[src/rtl/bip_control.sv]
// bip_control: fetch/decode/sequence unit in front of the BIP-2 datapath.
// Owns PC, IR, instruction-memory addressing, the multi-cycle FSM and a
// private copy of the N/Z flags used for conditional branches.
//
// Ports:
//   clock_i     system clock, rising edge
//   reset_n_i   asynchronous active-low reset
//   im_addr_o   instruction-memory address (= PC)
//   im_data_i   instruction-memory data, valid one cycle after address
//   flagZ_i     datapath zero flag of current ULA result
//   flagN_i     datapath negative flag of current ULA result
//   selA_o      accumulator source: 00 dm_out_data, 01 operand, 10 ULA
//   selB_o      ULA operand2: 0 dm_out_data, 1 operand
//   WRACC_o     accumulator write-enable pulse (EXEC only)
//   op_o        ULA op: 0 add, 1 sub
//   operand_o   IR[10:0], feeds extensor and dm_addr
//   dm_wr_o     data-memory write strobe (STO, EXEC only)
//   halted_o    high while halted
//
// INSTR_W must equal OPCODE_W + OPERAND_W.
module bip_control #(
   parameter int unsigned ADDR_W    = 11,
   parameter int unsigned OPCODE_W  = 5,
   parameter int unsigned OPERAND_W = 11,
   parameter int unsigned INSTR_W   = 16
) (
   input  logic                 clock_i,
   input  logic                 reset_n_i,
   output logic [ADDR_W-1:0]    im_addr_o,
   input  logic [INSTR_W-1:0]   im_data_i,
   input  logic                 flagZ_i,
   input  logic                 flagN_i,
   output logic [1:0]           selA_o,
   output logic                 selB_o,
   output logic                 WRACC_o,
   output logic                 op_o,
   output logic [OPERAND_W-1:0] operand_o,
   output logic                 dm_wr_o,
   output logic                 halted_o
);

   localparam logic [OPCODE_W-1:0] OP_HLT  = OPCODE_W'(0);
   localparam logic [OPCODE_W-1:0] OP_STO  = OPCODE_W'(1);
   localparam logic [OPCODE_W-1:0] OP_LD   = OPCODE_W'(2);
   localparam logic [OPCODE_W-1:0] OP_LDI  = OPCODE_W'(3);
   localparam logic [OPCODE_W-1:0] OP_ADD  = OPCODE_W'(4);
   localparam logic [OPCODE_W-1:0] OP_ADDI = OPCODE_W'(5);
   localparam logic [OPCODE_W-1:0] OP_SUB  = OPCODE_W'(6);
   localparam logic [OPCODE_W-1:0] OP_SUBI = OPCODE_W'(7);
   localparam logic [OPCODE_W-1:0] OP_BEQ  = OPCODE_W'(8);
   localparam logic [OPCODE_W-1:0] OP_BNE  = OPCODE_W'(9);
   localparam logic [OPCODE_W-1:0] OP_BGT  = OPCODE_W'(10);
   localparam logic [OPCODE_W-1:0] OP_BGE  = OPCODE_W'(11);
   localparam logic [OPCODE_W-1:0] OP_BLT  = OPCODE_W'(12);
   localparam logic [OPCODE_W-1:0] OP_BLE  = OPCODE_W'(13);
   localparam logic [OPCODE_W-1:0] OP_JMP  = OPCODE_W'(14);

   typedef enum logic [2:0] {
      S_FETCH  = 3'd0,
      S_DECODE = 3'd1,
      S_MEMRD  = 3'd2,
      S_EXEC   = 3'd3,
      S_HALT   = 3'd4
   } state_e;

   state_e               state_q, state_d;
   logic [ADDR_W-1:0]    pc_q, pc_d;
   logic [INSTR_W-1:0]   ir_q, ir_d;
   logic                 zf_q, zf_d;
   logic                 nf_q, nf_d;

   logic [OPCODE_W-1:0]  ir_opc;
   logic [OPCODE_W-1:0]  fetch_opc;
   logic                 is_arith;
   logic                 taken;
   logic [1:0]           sel_a;
   logic                 sel_b;
   logic                 alu_sub;
   logic                 acc_wr;

   assign ir_opc    = ir_q[INSTR_W-1 -: OPCODE_W];
   assign fetch_opc = im_data_i[INSTR_W-1 -: OPCODE_W];

   // State, PC, IR and flag registers
   always_ff @(posedge clock_i or negedge reset_n_i) begin
      if (!reset_n_i) begin
         state_q <= S_FETCH;
         pc_q    <= '0;
         ir_q    <= '0;
         zf_q    <= 1'b0;
         nf_q    <= 1'b0;
      end else begin
         state_q <= state_d;
         pc_q    <= pc_d;
         ir_q    <= ir_d;
         zf_q    <= zf_d;
         nf_q    <= nf_d;
      end
   end

   // Datapath selects decoded from IR; held until the next IR load
   always_comb begin
      sel_a    = 2'b00;
      sel_b    = 1'b0;
      alu_sub  = 1'b0;
      acc_wr   = 1'b0;
      is_arith = 1'b0;
      case (ir_opc)
         OP_LD:   begin sel_a = 2'b00; acc_wr = 1'b1; end
         OP_LDI:  begin sel_a = 2'b01; acc_wr = 1'b1; end
         OP_ADD:  begin sel_a = 2'b10; acc_wr = 1'b1; is_arith = 1'b1; end
         OP_ADDI: begin sel_a = 2'b10; sel_b = 1'b1; acc_wr = 1'b1; is_arith = 1'b1; end
         OP_SUB:  begin sel_a = 2'b10; alu_sub = 1'b1; acc_wr = 1'b1; is_arith = 1'b1; end
         OP_SUBI: begin
            sel_a    = 2'b10;
            sel_b    = 1'b1;
            alu_sub  = 1'b1;
            acc_wr   = 1'b1;
            is_arith = 1'b1;
         end
         default: ;
      endcase
   end

   // Branch decision uses the locally held flags, not the live datapath flags
   always_comb begin
      taken = 1'b0;
      case (ir_opc)
         OP_BEQ:  taken = zf_q;
         OP_BNE:  taken = !zf_q;
         OP_BGT:  taken = !zf_q && !nf_q;
         OP_BGE:  taken = !nf_q;
         OP_BLT:  taken = nf_q;
         OP_BLE:  taken = nf_q || zf_q;
         OP_JMP:  taken = 1'b1;
         default: taken = 1'b0;
      endcase
   end

   // Next-state, PC and flag update
   always_comb begin
      state_d = state_q;
      pc_d    = pc_q;
      ir_d    = ir_q;
      zf_d    = zf_q;
      nf_d    = nf_q;
      case (state_q)
         S_FETCH: state_d = S_DECODE;
         S_DECODE: begin
            ir_d = im_data_i;
            // Memory-operand instructions need a wait cycle for the data memory
            if (fetch_opc == OP_LD || fetch_opc == OP_ADD || fetch_opc == OP_SUB) begin
               state_d = S_MEMRD;
            end else begin
               state_d = S_EXEC;
            end
         end
         S_MEMRD: state_d = S_EXEC;
         S_EXEC: begin
            if (ir_opc == OP_HLT) begin
               state_d = S_HALT;
            end else begin
               state_d = S_FETCH;
               if (taken) begin
                  pc_d = ADDR_W'(ir_q[OPERAND_W-1:0]);
               end else begin
                  pc_d = pc_q + ADDR_W'(1);
               end
            end
            if (is_arith) begin
               zf_d = flagZ_i;
               nf_d = flagN_i;
            end
         end
         S_HALT:  state_d = S_HALT;
         default: state_d = S_FETCH;
      endcase
   end

   // Outputs are pure functions of registered state
   assign im_addr_o = pc_q;
   assign operand_o = ir_q[OPERAND_W-1:0];
   assign selA_o    = sel_a;
   assign selB_o    = sel_b;
   assign op_o      = alu_sub;
   assign WRACC_o   = (state_q == S_EXEC) && acc_wr;
   assign dm_wr_o   = (state_q == S_EXEC) && (ir_opc == OP_STO);
   assign halted_o  = (state_q == S_HALT);

endmodule

[config.mk]
export PLATFORM = sky130hd
export DESIGN_NAME = bip_control
export DESIGN_NICKNAME = d
export VERILOG_FILES = /design/src/rtl/bip_control.sv
export SDC_FILE = /design/constraint.sdc
export NUM_CORES = 1
export LEC_CHECK = 0
export CAP_MARGIN = 30
export CORE_MARGIN = 1.5
export CORE_UTILIZATION = 35
export DETAILED_ROUTE_END_ITERATION = 12
export HOLD_SLACK_MARGIN = 0.12
export MAX_ROUTING_LAYER = met4
export PLACE_DENSITY_LB_ADDON = 0.2
export REMOVE_ABC_BUFFERS = 1
export SYNTH_ARGS = -nofsm -noshare
export SYNTH_HDL_FRONTEND = slang
export SYNTH_SLANG_ARGS = --single-unit
[constraint.sdc]
create_clock -name clock_i -period 4 [get_ports clock_i]
set_clock_uncertainty 0.1 [all_clocks]
set_input_delay 1 -clock clock_i [delete_from_list [all_inputs] [get_ports clock_i]]
set_output_delay 1 -clock clock_i [all_outputs]
set_load 0.05 [all_outputs]
Word level (Yosys, flattened, before mapping)
Index checks and enable logic that the tools add are counted.
- input port bits: 20
- register bits after elaboration: 32
- memory bits (writable): 0
- memories kept: 0
- logic and storage cells: 54
- output and inout port bits: 29
- bits in latches: 0
- memory bits (read-only): 0
- mux-type cells: 10
- multipliers: 0
- shift operators: 0
- magnitude comparators: 0
- eq/ne operators: 21
- bitwise gates (word level): 1
- reduce and logical (&&, ||, !) cells: 16
- divide/modulo/power cells: 0
- add/sub/neg operators: 1
- operator list (kind ; count):
    equality test 5 x 4 -> 1 bit (second input constant) ; 7
    equality test 5 x 3 -> 1 bit (second input constant) ; 6
    equality test 5 x 2 -> 1 bit (second input constant) ; 3
    one-hot mux 3 bit (5 select lines) ; 1
    adder 11 x 1 -> 11 bit (second input constant) ; 1
    two-way mux 11 bit ; 1
    one-hot mux 1 bit (7 select lines) ; 1
    equality test 3 x 2 -> 1 bit (second input constant) ; 2
    OR reduction 6 bit ; 1
    equality test 5 x 1 -> 1 bit (second input constant) ; 1
    logical NOT 5 bit ; 1
    two-way mux 1 bit ; 5
    one-hot mux 2 bit (2 select lines) ; 1
    AND reduction 2 bit ; 2
    OR reduction 2 bit ; 2
    OR reduction 4 bit ; 1
    equality test 3 x 1 -> 1 bit (second input constant) ; 1
    equality test 3 bit (second input constant) ; 1
    logical AND 1 bit ; 3
    logical NOT 3 bit ; 1
    logical OR 1 bit ; 3
    two-way mux 3 bit ; 1
    logical NOT 1 bit ; 2
    inverter 1 bit ; 1

Depth between registers and ports, before layout
- word-level depth: 5
- gate-level depth with buffers: 7
- mapped depth without buffers: 6

Least setup slack after synthesis
No wires, ideal clock.
- kind: flip-flop to output port
- start: register ir_q[15]
- end: output dm_wr_o
- path slack: 0.706 ns
- buffers on the path: 0
- data required time: 2.900 ns
- stages on the path, launching flop included: 4
- arrival: 2.194 ns
- cells stage by stage: dfrtp_1 nor2_1 nand2_1 nor4_1
- longest elaborated chain between the ends: 2
- RTL lines (item ; RTL line ; RTL):
    start, declared ; 68 ; logic [INSTR_W-1:0] ir_q, ir_d;
    start signal, assigned ; 95 ; ir_q <= ir_d;
    equality test 5 x 1 -> 1 bit ; 187 ; assign dm_wr_o = (state_q == S_EXEC) && (ir_opc == OP_STO);
    logical AND 1 bit ; 187 ;
    end, declared ; 38 ; output logic dm_wr_o,
No other way between the ends.

Worst setup path in the final report
- start: register ir_q[14]
- end: output selA_o[0]
- longest elaborated chain between the ends: 3
- elaborated cells between the ends (all ways): 7
- those cells by class: 5 x eq/ne; 1 x mux; 1 x reduce/logical
- RTL lines (item ; RTL line ; RTL):
    equality test 5 x 3 -> 1 bit ; 108 ; case (ir_opc)
    OR reduction 4 bit (no source line) ; - ;
    one-hot mux 2 bit (2 select lines) * ; 108 ;
    end, declared ; 33 ; output logic [1:0] selA_o,
Mark *: on every way between the ends. The rest lies on a longest branch, timed or not.

==> metrics <==
synth warn=0; Synth area leader=dfrtp_1; initial antenna violation count=0; die height=74.0 um; Setup Crit Path Kind=flop to output port; nets=227; Initial Utilization=36.9%; Root Driver=clkbuf_8; Die ar.=5480 um2; # rows=25; IO Count=49; Synth Instances=166; most common cell in the netlist=dfrtp_1; CTS tree=yes; DR iter-0 viols=82; Post-synth top cells=dfrtp_1 (32), mux2_2 (19), nand2_1 (15); maximum VDD drop=0.397 mV; Final setup viols=0; IO buf count=48; fin crit period=3.33 ns; status=completed; Final Hold Vio Count=0; Placed Area=2220 um2; remaining global-route overflow=0; total of max-cap violations=0; RSZ-0062 raised after global routing=false; Post-synth EDFFs=0; total number of vias=1,454; total track usage=16.2%; maximum number of pins on one net before global-route repair=33; Area Overhead vs Synth=30.9%; post-DP HPWL=2850 um; CP Launch Type=flop; post-CTS resize count=0; Max-slew headroom=40.3%; Yosys reg bits=32; htree depth=2; Routed WL=4050 um; Clock Tree Buf Depth=2; postcts setup bufs=0; Tcrit/Tclk final=83.3%; post-route DRC violation count=0; Die W=74.0 um; syn_area_per_cell=10.6 um2; post-synth top area share=45.3%; max-slew violation count=0; Yosys cell types=42; clk_lat worst skew=0.28 ns; number of clock sinks=32; first-pass GRT wire length=6500 um; diode count=0; count of nets left with antenna violations after detail routing=0; hold buffer count at cts=0; CP max FO=8; Primary FF master, synth=dfrtp_1; Pleak=0.938 nW; critical path arrival=2.23 ns; sequential area share after synthesis=45.3%; layout cells sized above 1=15.5%; TritonCTS buffer count=5; Netlist Area Pre-Place=1770 um2; fin area=2310 um2; Worst EP required=2.90 ns; setup TNS=0 ns; worst-margin pin slew=0.895 ns; filler instances=450; Core Region=4790 um2; Async SR Flop Fraction=100%; Hold Crit Class=flop to flop; Cell Pwr Density=993 nW/um2; Reg clk slew, reported paths=0.06 ns; drt first pass iters=4; top post-synthesis cells by area=dfrtp_1 (45%), mux2_2 (12%), buf_4 (4.7%); Setup crit end kind=output port; Vias/cell=5.31; Peak Freq=0.300 GHz; number of global-route vias before repair=1,461; GP Congestion=0.754; drt wl/cell=14.8 um
metal layers:
metal	global-route usage (%)	part of all wire [%]	vias to the layer above
li1	-	-	679
met4	5.76	1.2	0
met3	4.47	4.7	6
met2	25.7	48	52
met5	-	0	-
met1	19.7	46	717
cell usage in the layout (no fill, tap or decap), drive strengths merged, types with 2 or more instances in the layout:
cell           instances
o21ai                  3
nor4                   2
buf                    2
mux2                  19
nor3                   3
nand2                 15
a221o                  2
nor3b                  5
and3                   4
dfrtp                 32
xnor2                  2
a2bb2oi                6
a21oi                  9
nor2                   9
clkbuf                 8
a211oi                 2
nand3                  8
clkdlybuf4s50         48
and2                   2
inv                    2
mux2i                  8
where the power goes:
part	internal, mW	switching, mW
logic	0.546	0.810
clock network	0.140	0.115
registers	0.486	0.200
registers in the layout (all words and copies together) (netlist names):
register,cells
im_addr_o,11
zf_q,1
state_q,3
nf_q,1
ir_q,16
metrics by stage:
| stage | power, mW | cells | utilization, % | worst slack [ns] | hold WS [ns] |
|---|---|---|---|---|---|
| after floorplan | 1.61 | 149 | - | 0.706 | 0.381 |
| after detailed placement | 2.05 | 266 | 46.5 | 1.00 | 0.418 |
| after global routing | 2.43 | 274 | 48.3 | 0.588 | 0.452 |
| after global placement | 2.02 | 266 | 46.5 | 1.10 | 0.399 |
| final | 2.30 | 274 | 48.3 | 0.666 | 0.427 |
| after CTS | 2.32 | 274 | 48.3 | 0.688 | 0.428 |
critical path, cell delays in order (launching register included):
cell and delay (ns):
dfrtp_1 0.40, nor2_1 0.33, nand2_1 0.13, nor3b_1 0.25, clkdlybuf4s50_1 0.84
path summary, 6_finish.rpt:
path                       cells after the start       from            to  slack, ns
max                                            4   ir_q[14]     selA_o[0]       0.67
min                                            1   ir_q[15]      ir_q[15]       0.43
max reg2reg                                    5   ir_q[13]  im_addr_o[9]       1.53
min reg2reg                                    1   ir_q[15]      ir_q[15]       0.43
max in group asynchronous                      2  reset_n_i       ir_q[3]       2.49
min in group asynchronous                      2  reset_n_i      ir_q[10]       1.02
final cells by class:
class	instances	area, um2	share of cell area, %
clock buffer	8	90.1	3.89
sequential	32	801	34.6
multi-input combinational	115	836	36.1
tap	67	83.8	3.62
inverter	2	7.51	0.324
timing repair buffer	50	495	21.4
logic make-up (layout without fill, tap and decap cells):
family	after synthesis	after routing	synth area share (%)
fa+ha+maj	1	1	0.708
simple gates	54	54	16.1
compound gates	31	31	12.8
buf+inv	19	60	7.37
flops	32	32	45.3
xor+xnor	2	2	0.992
mux	27	27	16.6
(Power assumes the default switching activity.)
